File: src/rtl/spec_video_gen_if.sv
// Bus bundle between the raster video generator (master) and the
// video-RAM arbiter / DAC side (slave).
interface spec_video_gen_if #(
    parameter int H_TOTAL = 512,
    parameter int COL_W   = 5
);
    localparam int VW = $clog2(H_TOTAL) - 3 + 8;

    logic [1:0]       mode;
    logic [3:0]       border;
    logic [15:0]      vdata;
    logic [VW-1:0]    vram;
    logic             rdvid;
    logic             hsync;
    logic             vsync;
    logic             blank;
    logic [COL_W-1:0] red;
    logic [COL_W-1:0] green;
    logic [COL_W-1:0] blue;
    logic             frame_start;

    modport master (
        input  mode, border, vdata,
        output vram, rdvid, hsync, vsync, blank, red, green, blue, frame_start
    );

    modport slave (
        output mode, border, vdata,
        input  vram, rdvid, hsync, vsync, blank, red, green, blue, frame_start
    );
endinterface

File: src/rtl/spec_video_gen.sv
// Raster video generator: sync/blank timing with line repetition, one byte
// fetch per 8 clocks and a mono/colour8/colour16 pixel serialiser with border.
module spec_video_gen #(
    parameter int H_TOTAL     = 512,
    parameter int H_ACT_START = 128,
    parameter int H_ACT_END   = 511,
    parameter int H_VIS_START = 96,
    parameter int HS_START    = 29,
    parameter int HS_END      = 87,
    parameter int V_TOTAL     = 312,
    parameter int V_ACTIVE    = 256,
    parameter int V_VIS       = 288,
    parameter int VS_START    = 278,
    parameter int VS_END      = 282,
    parameter int VREP_LOG2   = 1,
    parameter int COL_W       = 5
) (
    input  logic             clkVid,
    input  logic             rst_n,
    spec_video_gen_if.master vif
);
    localparam int HW = $clog2(H_TOTAL);
    localparam int LW = $clog2(V_TOTAL << VREP_LOG2);

    localparam logic [HW-1:0] L_H_LAST    = HW'(H_TOTAL - 1);
    localparam logic [HW-1:0] L_H_ACT_S   = HW'(H_ACT_START);
    localparam logic [HW:0]   L_H_ACT_E_X = (HW + 1)'(H_ACT_END);
    localparam logic [HW-1:0] L_H_VIS_S   = HW'(H_VIS_START);
    localparam logic [HW-1:0] L_HS_S      = HW'(HS_START);
    localparam logic [HW-1:0] L_HS_E      = HW'(HS_END);
    localparam logic [LW-1:0] L_LINE_LAST = LW'((V_TOTAL << VREP_LOG2) - 1);
    localparam logic [LW-1:0] L_V_ACT     = LW'(V_ACTIVE);
    localparam logic [LW-1:0] L_V_VIS     = LW'(V_VIS);
    localparam logic [LW-1:0] L_VS_S      = LW'(VS_START);
    localparam logic [LW-1:0] L_VS_E      = LW'(VS_END);

    localparam logic [1:0] MODE_MONO = 2'd0;
    localparam logic [1:0] MODE_C16  = 2'd2;

    // Half-scale when intensity is clear, full-scale when set.
    function automatic logic [COL_W-1:0] f_expand(input logic ch, input logic inten);
        logic [COL_W-1:0] v;
        if (!ch) begin
            v = '0;
        end else if (inten) begin
            v = '1;
        end else begin
            v = '0;
            v[COL_W-1] = 1'b1;
        end
        return v;
    endfunction

    logic [HW-1:0]    r_hcnt;
    logic [LW-1:0]    r_line;
    logic             r_frame_start;
    logic             r_rdvid;
    logic             r_hsync;
    logic             r_vsync;
    logic             r_blank;
    logic [COL_W-1:0] r_red;
    logic [COL_W-1:0] r_green;
    logic [COL_W-1:0] r_blue;
    logic [1:0]       r_mode;
    logic [3:0]       r_border;
    logic [7:0]       r_shift;
    logic [7:0]       r_attr;
    logic             r_act;
    logic             r_vis;

    logic          w_h_wrap;
    logic          w_l_wrap;
    logic          w_frame_wrap;
    logic [LW-1:0] w_row;
    logic [7:0]    w_row8;
    logic [HW:0]   w_hcnt_x;
    logic          w_act_pre;
    logic          w_vis_pre;
    logic          w_sample;
    logic          w_pix;
    logic [3:0]    w_irgb;

    assign w_h_wrap     = (r_hcnt == L_H_LAST);
    assign w_l_wrap     = (r_line == L_LINE_LAST);
    assign w_frame_wrap = w_h_wrap && w_l_wrap;
    assign w_row        = r_line >> VREP_LOG2;
    assign w_row8       = 8'(w_row);
    assign w_hcnt_x     = {1'b0, r_hcnt};
    assign w_act_pre    = (r_hcnt >= L_H_ACT_S) && (w_hcnt_x <= L_H_ACT_E_X) && (w_row < L_V_ACT);
    assign w_vis_pre    = (r_hcnt >= L_H_VIS_S) && (w_row < L_V_VIS);
    assign w_sample     = (r_hcnt[2:0] == 3'd7);
    // Bit 7 - hcnt[2:0] is the bitwise inverse of the 3-bit phase.
    assign w_pix        = r_shift[~r_hcnt[2:0]];

    assign vif.vram        = {r_hcnt[HW-1:3], w_row8};
    assign vif.rdvid       = r_rdvid;
    assign vif.hsync       = r_hsync;
    assign vif.vsync       = r_vsync;
    assign vif.blank       = r_blank;
    assign vif.red         = r_red;
    assign vif.green       = r_green;
    assign vif.blue        = r_blue;
    assign vif.frame_start = r_frame_start;

    // Horizontal and line counters
    always_ff @(posedge clkVid or negedge rst_n) begin
        if (!rst_n) begin
            r_hcnt <= '0;
            r_line <= '0;
        end else if (w_h_wrap) begin
            r_hcnt <= '0;
            r_line <= w_l_wrap ? '0 : r_line + LW'(1);
        end else begin
            r_hcnt <= r_hcnt + HW'(1);
            r_line <= r_line;
        end
    end

    // Registered sync, fetch strobe, frame pulse and per-frame shadow of mode/border
    always_ff @(posedge clkVid or negedge rst_n) begin
        if (!rst_n) begin
            r_hsync       <= 1'b1;
            r_vsync       <= 1'b1;
            r_rdvid       <= 1'b0;
            r_frame_start <= 1'b0;
            r_mode        <= 2'd0;
            r_border      <= 4'd0;
        end else begin
            r_hsync       <= ~((r_hcnt >= L_HS_S) && (r_hcnt < L_HS_E));
            r_vsync       <= ~((w_row >= L_VS_S) && (w_row < L_VS_E));
            r_rdvid       <= (r_hcnt[2:0] == 3'd0);
            r_frame_start <= w_frame_wrap;
            if (w_frame_wrap) begin
                r_mode   <= vif.mode;
                r_border <= vif.border;
            end
        end
    end

    // Latch pixel byte, attribute and region flags once per fetch group
    always_ff @(posedge clkVid or negedge rst_n) begin
        if (!rst_n) begin
            r_shift <= 8'd0;
            r_attr  <= 8'd0;
            r_act   <= 1'b0;
            r_vis   <= 1'b0;
        end else if (w_sample) begin
            r_shift <= vif.vdata[7:0];
            r_attr  <= vif.vdata[15:8];
            r_act   <= w_act_pre;
            r_vis   <= w_vis_pre;
        end
    end

    // Select the IRGB colour for the current pixel
    always_comb begin
        w_irgb = 4'h0;
        if (r_act) begin
            case (r_mode)
                MODE_MONO: w_irgb = w_pix ? 4'hF : 4'h0;
                MODE_C16:  w_irgb = w_pix ? r_attr[3:0] : r_attr[7:4];
                default:   w_irgb = w_pix ? {1'b1, r_attr[2:0]} : 4'h0;
            endcase
        end else if (r_vis) begin
            w_irgb = r_border;
        end else begin
            w_irgb = 4'h0;
        end
    end

    // Registered colour channels and blanking
    always_ff @(posedge clkVid or negedge rst_n) begin
        if (!rst_n) begin
            r_red   <= '0;
            r_green <= '0;
            r_blue  <= '0;
            r_blank <= 1'b1;
        end else begin
            r_red   <= f_expand(w_irgb[0], w_irgb[3]);
            r_green <= f_expand(w_irgb[1], w_irgb[3]);
            r_blue  <= f_expand(w_irgb[2], w_irgb[3]);
            r_blank <= ~r_act;
        end
    end
endmodule

File: src/flat_wrapper.sv
// flat-port wrapper written by rule: the top's interface ports become plain ports
module spec_video_gen_flat 
#(
    parameter int H_TOTAL     = 512,
    parameter int H_ACT_START = 128,
    parameter int H_ACT_END   = 511,
    parameter int H_VIS_START = 96,
    parameter int HS_START    = 29,
    parameter int HS_END      = 87,
    parameter int V_TOTAL     = 312,
    parameter int V_ACTIVE    = 256,
    parameter int V_VIS       = 288,
    parameter int VS_START    = 278,
    parameter int VS_END      = 282,
    parameter int VREP_LOG2   = 1,
    parameter int COL_W       = 5
)
  (clkVid, rst_n, vif_mode, vif_border, vif_vdata, vif_vram, vif_rdvid, vif_hsync, vif_vsync, vif_blank, vif_red, vif_green, vif_blue, vif_frame_start);
  spec_video_gen_if #(.H_TOTAL(H_TOTAL), .COL_W(COL_W)) vif_i ();
  input  logic clkVid;
  input  logic rst_n;
  input wire logic [$bits(vif_i.mode)-1:0] vif_mode;
  input wire logic [$bits(vif_i.border)-1:0] vif_border;
  input wire logic [$bits(vif_i.vdata)-1:0] vif_vdata;
  output wire logic [$bits(vif_i.vram)-1:0] vif_vram;
  output wire logic [$bits(vif_i.rdvid)-1:0] vif_rdvid;
  output wire logic [$bits(vif_i.hsync)-1:0] vif_hsync;
  output wire logic [$bits(vif_i.vsync)-1:0] vif_vsync;
  output wire logic [$bits(vif_i.blank)-1:0] vif_blank;
  output wire logic [$bits(vif_i.red)-1:0] vif_red;
  output wire logic [$bits(vif_i.green)-1:0] vif_green;
  output wire logic [$bits(vif_i.blue)-1:0] vif_blue;
  output wire logic [$bits(vif_i.frame_start)-1:0] vif_frame_start;
  assign vif_i.mode = vif_mode;
  assign vif_i.border = vif_border;
  assign vif_i.vdata = vif_vdata;
  assign vif_vram = vif_i.vram;
  assign vif_rdvid = vif_i.rdvid;
  assign vif_hsync = vif_i.hsync;
  assign vif_vsync = vif_i.vsync;
  assign vif_blank = vif_i.blank;
  assign vif_red = vif_i.red;
  assign vif_green = vif_i.green;
  assign vif_blue = vif_i.blue;
  assign vif_frame_start = vif_i.frame_start;
  spec_video_gen #(.H_TOTAL(H_TOTAL), .H_ACT_START(H_ACT_START), .H_ACT_END(H_ACT_END), .H_VIS_START(H_VIS_START), .HS_START(HS_START), .HS_END(HS_END), .V_TOTAL(V_TOTAL), .V_ACTIVE(V_ACTIVE), .V_VIS(V_VIS), .VS_START(VS_START), .VS_END(VS_END), .VREP_LOG2(VREP_LOG2), .COL_W(COL_W)) u_core (.clkVid(clkVid), .rst_n(rst_n), .vif(vif_i));
endmodule
File: config.mk
export PLATFORM = sky130hd
export DESIGN_NAME = spec_video_gen_flat
export DESIGN_NICKNAME = d
export VERILOG_FILES = /design/src/rtl/spec_video_gen_if.sv /design/src/rtl/spec_video_gen.sv /design/src/flat_wrapper.sv
export SDC_FILE = /design/constraint.sdc
export NUM_CORES = 1
export LEC_CHECK = 0
export BUFFER_PORTS_ARGS = -buffer_cell sky130_fd_sc_hd__buf_2
export CORE_UTILIZATION = 40
export CTS_CLUSTER_SIZE = 20
export DETAILED_ROUTE_END_ITERATION = 16
export GPL_ROUTABILITY_DRIVEN = 0
export HOLD_SLACK_MARGIN = 0.06
export PLACE_DENSITY = 0.62
export SLEW_MARGIN = 20
export SYNTH_ARGS = -nofsm -noshare
export SYNTH_HDL_FRONTEND = slang
export SYNTH_SLANG_ARGS = --single-unit
export TNS_END_PERCENT = 5
File: constraint.sdc
create_clock -name clkVid -period 3.3 [get_ports clkVid]
set_clock_uncertainty 0.05 [all_clocks]
set_input_delay 0.495 -clock clkVid [delete_from_list [all_inputs] [get_ports clkVid]]
set_output_delay 0.495 -clock clkVid [all_outputs]
set_load 0.02 [all_outputs]
==> impl_metrics.py, run 1 <==
metrics = {
    "synth": {
        "syn_nets": 253,
        "netlist_area_sq_um": 2587,
        "synth_most_common_cell": "dfrtp_1",
        "syn_area_per_cell_sq_um": 11.60,
        "yosysUniqueCellTypes": 37,
        "synthTopCellsByArea": "dfrtp_1 49%, mux2_2 10%, buf_4 6.7%, dfstp_2 3.0%, nor2_1 3.0%",
        "yosysWarnings": 0,
        "synth-main-ff-cell": "dfrtp_1",
        "synth_commonest_cells": "51 x dfrtp_1, 23 x buf_4, 23 x mux2_2",
        "yosysSeqAreaShare_pct": 52.37,
        "synth_top_area_cell": "dfrtp_1",
        "netlist_instances": 223,
        "synth_edf_count": 0,
        "synthArstFlopShare_pct": 100.0,
        "netlist.area_leader.share_pct": 49.32,
        "synth_seq_cells": 54,
    },
    "sta": {
        "drv_slew": 0,
        "setup_ws_ps": 805.4,
        "fmax_mhz": 400.9,
        "relSlewSlack_pct": 44.65,
        "finalHoldViolations": 0,
        "final-setup-viol-count": 0,
        "worst_pin_slew_ps": 830.3,
        "period_minus_slack_ps": 2495,
        "rsz0062_at_grt": "no",
        "tns_ps": 0,
        "min_period_over_period_pct": 75.60,
    },
    "worst_setup_path": {
        "cp.arrival_ps": 2640,
        "crit_fanout": 11,
        "r2r-start": "u_core.r_hcnt[0]",
        "worst-setup-path-type": "flip-flop to flip-flop",
        "required_ps": 3450,
        "worstReg2RegEnd": "u_core.r_mode[0]",
        "cp-start-kind": "flip-flop",
        "rr_worst_depth": 7,
        "crit_path_end_kind": "flip-flop",
        "rrSetupSlack_ps": 810,
    },
    "final_layout": {
        "num_antenna_cells": 0,
        "fin_util_pct": 47.48,
        "final_cell_count_no_fill": 336,
        "area_growth_pct": 11.85,
        "nFillCells": 583,
        "design_area_sq_um": 2894,
        "nets": 290,
        "multi_input_area_sq_um": 1006,
        "area.sequential_sq_um": 1355,
        "drive_gt1_share_pct": 37.16,
    },
    "placed_design": {
        "post-place-cells": 327,
        "hpwl_um": 3366,
        "placed_area_sq_um": 2774,
        "port_buffers": 57,
        "place_ws_ps": 795.9,
    },
    "cts": {
        "cts_buffers": 5,
        "clock_latency_ps": 310,
        "clockRootBuffer": "clkbuf_8",
        "htree_levels": 2,
        "cts_sinks": 54,
        "cts.clk_slew.worst_paths_ps": 100,
        "tritoncts": "built",
        "clock_path_buffers": 2,
        "post-cts-setup-buffer-count": 0,
    },
    "global_route": {
        "met3_usage_pct": 3.187,
        "grt_max_degree": 40,
        "grt_pass1_wl_um": 7886,
        "grt_pass1_vias": 1692,
        "overflow": 0,
        "grt.total_usage_pct": 15.57,
        "grt_antenna_before_repair": 0,
        "use_met2_pct": 26.28,
        "busiest_layer": "met2",
        "grt_use_met1_pct": 19.58,
    },
    "route": {
        "wl_um": 4643,
        "drt_iter0_drc": 56,
        "routed_via_density": 5.080,
        "drc": 0,
        "first_pass_iters": 4,
        "vias": 1707,
        "detail-route-antenna-nets": 0,
        "wire_per_inst_um": 13.82,
    },
    "worst_hold_path": {
        "hp-class": "primary input to flip-flop",
        "whs_endpoint": "u_core.r_attr[5]",
        "min_from": "vif_vdata[13]",
        "min_path_cells": 2,
    },
    "floorplan": {
        "die_w_um": 82.43,
        "top_level_ports": 58,
        "rows": 28,
        "die-area_sq_um": 6795,
        "start_util_pct": 42.45,
        "chipHeight_um": 82.43,
        "core_sq_um": 6096,
    },
    "pwr": {
        "peakVddDrop_mv": 0.2495,
        "leakage_nw": 1.401,
        "powerDensity_nw_per_um2": 402.8,
    },
    "run": {
        "maxCapViolCount": 0,
    },
    "outcome": {
        "status": "complete, no violations",
    },
}
layout by cell type, fill, tap and decap left out, types with 3 or more instances in the layout:
cell,count
nand2_1,10
dfrtp_1,51
o211ai_1,7
nor2_1,21
dfstp_2,3
mux2_2,23
xor2_1,4
clkbuf_8,5
o21ai_0,10
inv_1,5
nand4_1,4
ha_1,6
buf_2,57
a221o_1,3
and3_1,4
nand3_1,11
xnor2_1,7
metrics by stage:
step | hold slack [ps] | power (mW)
5_1_grt | 350.0 | 1.217
3_5_place_dp | 384.8 | 0.7341
3_3_place_gp | 378.9 | 0.7332
6_report | 360.1 | 1.166
2_1_floorplan | 149.4 | 0.7025
4_1_cts | 352.4 | 1.183
worst max-delay path, cell delays in order (launching register included):
cell and delay, ps:
dfrtp_1 550, ha_1 270, nand2_1 80, nor2_1 110, ha_1 170, and4_1 300, and3_1 470, mux2_2 380
report_power, final:
group / leakage (nW) / internal (mW) / total, mW / switching, mW
sequential: 0.688 / 0.671 / 0.678 / 0.00643
combinational: 0.661 / 0.0211 / 0.0423 / 0.0213
clock: 0.0514 / 0.227 / 0.446 / 0.219
worst max path at each step:
stage / from / to / slack [ps] / depth (start not counted)
after floorplan: u_core.r_hcnt[2] / u_core.r_border[0] / 1080 / 9
after global placement: u_core.r_hcnt[0] / u_core.r_border[0] / 880 / 7
after detailed placement: u_core.r_hcnt[0] / u_core.r_border[1] / 800 / 7
after CTS: u_core.r_hcnt[0] / u_core.r_mode[0] / 790 / 7
after global routing: u_core.r_hcnt[0] / u_core.r_mode[0] / 600 / 7
final: u_core.r_hcnt[0] / u_core.r_mode[0] / 810 / 7
registers in the layout (all words and copies together), names as in the netlist, 2 cells and up:
name / cells
u_core.r_attr: 8
u_core.vif.red: 2
u_core.r_line: 10
u_core.r_border: 4
u_core.r_shift: 8
u_core.vif.blue: 2
u_core.r_mode: 2
u_core.r_hcnt: 9
u_core.vif.green: 2
final cells by class:
type                    instances  area share [%]
flip-flops and latches         54           46.82
multi-input cells             134           34.76
repair buffers                 60           10.72
well taps                      75           3.243
clock buffers                   6           2.508
clock inverters                 2           1.297
inverters                       5          0.6485
kinds of logic (layout without fill, tap and decap cells):
kind of cell	count (synthesis)	after routing	share of synthesized area, %
simple gates	66	66	13.06
flops	54	54	52.37
buf+inv	35	73	8.753
mux	26	26	12.62
compound gates	25	25	6.577
xor+xnor	11	11	3.723
fa+ha+maj	6	6	2.901
per-layer routing:
metal	share of wire (%)	up-vias	wire length [um]
li1	-	829	-
met1	47	821	2180
met2	47	53	2192
met3	4.9	4	229
met4	0.86	0	40
met5	0	-	0
what timing repair did:
| action | CTS | global route |
|---|---|---|
| hold endpoints to repair | 13 | 0 |
| resized for setup | 0 | 0 |
| hold buffers | 1 | 0 |
Note: power is estimated with default switching activity, not from simulation.
==> inputs of run 2 (changes only) <==
--- a/config.mk
+++ b/config.mk
@@ -11,7 +11,7 @@
 export DETAILED_ROUTE_END_ITERATION = 16
 export GPL_ROUTABILITY_DRIVEN = 0
 export HOLD_SLACK_MARGIN = 0.06
-export PLACE_DENSITY = 0.62
+export PLACE_DENSITY = 0.64
 export SLEW_MARGIN = 20
 export SYNTH_ARGS = -nofsm -noshare
 export SYNTH_HDL_FRONTEND = slang
==> constraint.sdc (replaced) <==
create_clock -name clkVid -period 2.18 [get_ports clkVid]
set_clock_uncertainty 0.05 [all_clocks]
set_input_delay 0.327 -clock clkVid [delete_from_list [all_inputs] [get_ports clkVid]]
set_output_delay 0.327 -clock clkVid [all_outputs]
set_load 0.02 [all_outputs]
==> run 2 against run 1 <==
Highest routed layer unchanged. Largest cell class unchanged. Total power rose by 50%. Largest power group unchanged. Maximum frequency rose by 24%. Hold slack got worse by 160 ps.
==> impl_metrics.py, run 2 (same netlist as run 1, synthesis figures left out) <==
metrics = {
    "route": {
        "detail-route-antenna-nets": 0,
        "drc": 0,
        "first_pass_iters": 4,
        "drt_iter0_drc": 63,
        "wire_per_inst_um": 13.19,
        "routed_via_density": 5.011,
        "vias": 1754,
        "wl_um": 4616,
    },
    "final_layout": {
        "nets": 304,
        "mostFrequentLayoutCell": "buf_2",
        "drive_gt1_share_pct": 41.45,
        "largest_register_ffs": 10,
        "most-common-layout-cells": "57 x buf_2, 50 x dfrtp_1, 23 x mux2_2",
        "final_cell_count_no_fill": 350,
        "fin_util_pct": 49.28,
        "design_area_sq_um": 3004,
        "regMostFlops": "u_core.r_line",
        "area_growth_pct": 16.10,
        "reg.largest.list": "u_core.r_line x10, u_core.r_hcnt x9",
        "num_antenna_cells": 0,
    },
    "floorplan": {
        "die-area_sq_um": 6795,
        "top_level_ports": 58,
        "core_sq_um": 6096,
        "die_w_um": 82.43,
        "rows": 28,
        "chipHeight_um": 82.43,
        "start_util_pct": 42.45,
    },
    "pwr": {
        "power_mw": 1.752,
        "peakVddDrop_mv": 0.3850,
        "leakage_nw": 1.477,
        "powerDensity_nw_per_um2": 583.3,
    },
    "global_route": {
        "grt_antenna_before_repair": 0,
        "grt.total_usage_pct": 15.18,
        "grt_pass1_wl_um": 7790,
        "grt_max_degree": 24,
        "grt_pass1_vias": 1697,
        "overflow": 0,
    },
    "sta": {
        "hold_ws_ps": 200.9,
        "relSlewSlack_pct": 44.45,
        "final-setup-viol-count": 0,
        "worst_pin_slew_ps": 833.2,
        "drv_slew": 0,
        "min_period_over_period_pct": 92.47,
        "period_minus_slack_ps": 2016,
        "rsz0062_at_grt": "no",
        "fmax_mhz": 496.1,
        "finalHoldViolations": 0,
        "tns_ps": 0,
        "setup_ws_ps": 164.1,
    },
    "cts": {
        "tritoncts": "built",
        "clockRootBuffer": "clkbuf_8",
        "htree_levels": 2,
        "cts.clk_slew.worst_paths_ps": 100,
        "cts_sinks": 54,
        "cts_buffers": 5,
        "post-cts-setup-buffer-count": 0,
        "clock_path_buffers": 2,
        "clock_latency_ps": 300,
    },
    "placed_design": {
        "hpwl_um": 3467,
        "placed_area_sq_um": 2880,
        "place_ws_ps": 162.6,
        "port_buffers": 57,
        "post-place-cells": 341,
    },
    "worst_hold_path": {
        "min_path_cells": 2,
        "hp-class": "primary input to flip-flop",
    },
    "run": {
        "maxCapViolCount": 0,
    },
    "worst_setup_path": {
        "cp-start-kind": "flip-flop",
        "required_ps": 2320,
        "cp.arrival_ps": 2150,
        "crit_fanout": 5,
        "worst-setup-path-type": "flip-flop to flip-flop",
        "crit_path_end_kind": "flip-flop",
        "rr_worst_depth": 8,
    },
    "outcome": {
        "status": "complete, no violations",
    },
}
## run 2: timing repair
item | 4_1_cts | 5_1_grt
endpoints found under the setup margin | 0 | 7
hold buffers | 1 | 0
endpoints found under the hold margin | 15 | 0
resized for setup | 0 | 2
## run 2: final timing paths
| kind | from | to | slack (ps) |
|---|---|---|---|
| worst max-delay path | u_core.r_hcnt[1] | u_core.r_border[2] | 160 |
| worst min-delay path | vif_vdata[4] | u_core.r_shift[4] | 200 |
| worst max register to register | u_core.r_hcnt[1] | u_core.r_border[2] | 160 |
| worst min register to register | u_core.r_shift[5] | u_core.r_shift[5] | 460 |
| max in group asynchronous | rst_n | u_core.vif.blank | 930 |
| min in group asynchronous | rst_n | u_core.r_hcnt[6] | 450 |
## run 2: layout make-up
type                            instances  area [sq um]
Multi-Input combinational cell        134          1007
Timing Repair Buffer                   74         415.4
Fill cell                             582          3092
Sequential cell                        54          1356
Clock buffer                            5         68.82
Inverter                                5         18.77
Tap cell                               75         93.84
Clock inverter                          3         43.79
## run 2: power by group
group / leakage (nW) / internal, mW / total (mW) / switching (mW)
registers: 0.686 / 1.02 / 1.03 / 0.00994
clock network: 0.0585 / 0.344 / 0.660 / 0.316
logic: 0.733 / 0.0331 / 0.0657 / 0.0326
## run 2: routing by layer
| metal | track usage [%] | vias up | wire (um) | part of all wire, % |
|---|---|---|---|---|
| li1 | - | 860 | - | - |
| met1 | 20.07 | 850 | 2183 | 47 |
| met2 | 25.45 | 42 | 2242 | 49 |
| met3 | 3.077 | 2 | 175 | 3.8 |
| met4 | 3.684 | 0 | 15 | 0.32 |
| met5 | 0 | - | 0 | 0 |
## run 2: worst max-delay path, cell delays in order (launching register included)
cell	delay, ps
dfrtp_1	370
ha_1	180
nand2_1	50
nor2_1	110
ha_1	210
and4_1	230
and3_2	240
buf_4	150
mux2_2	320
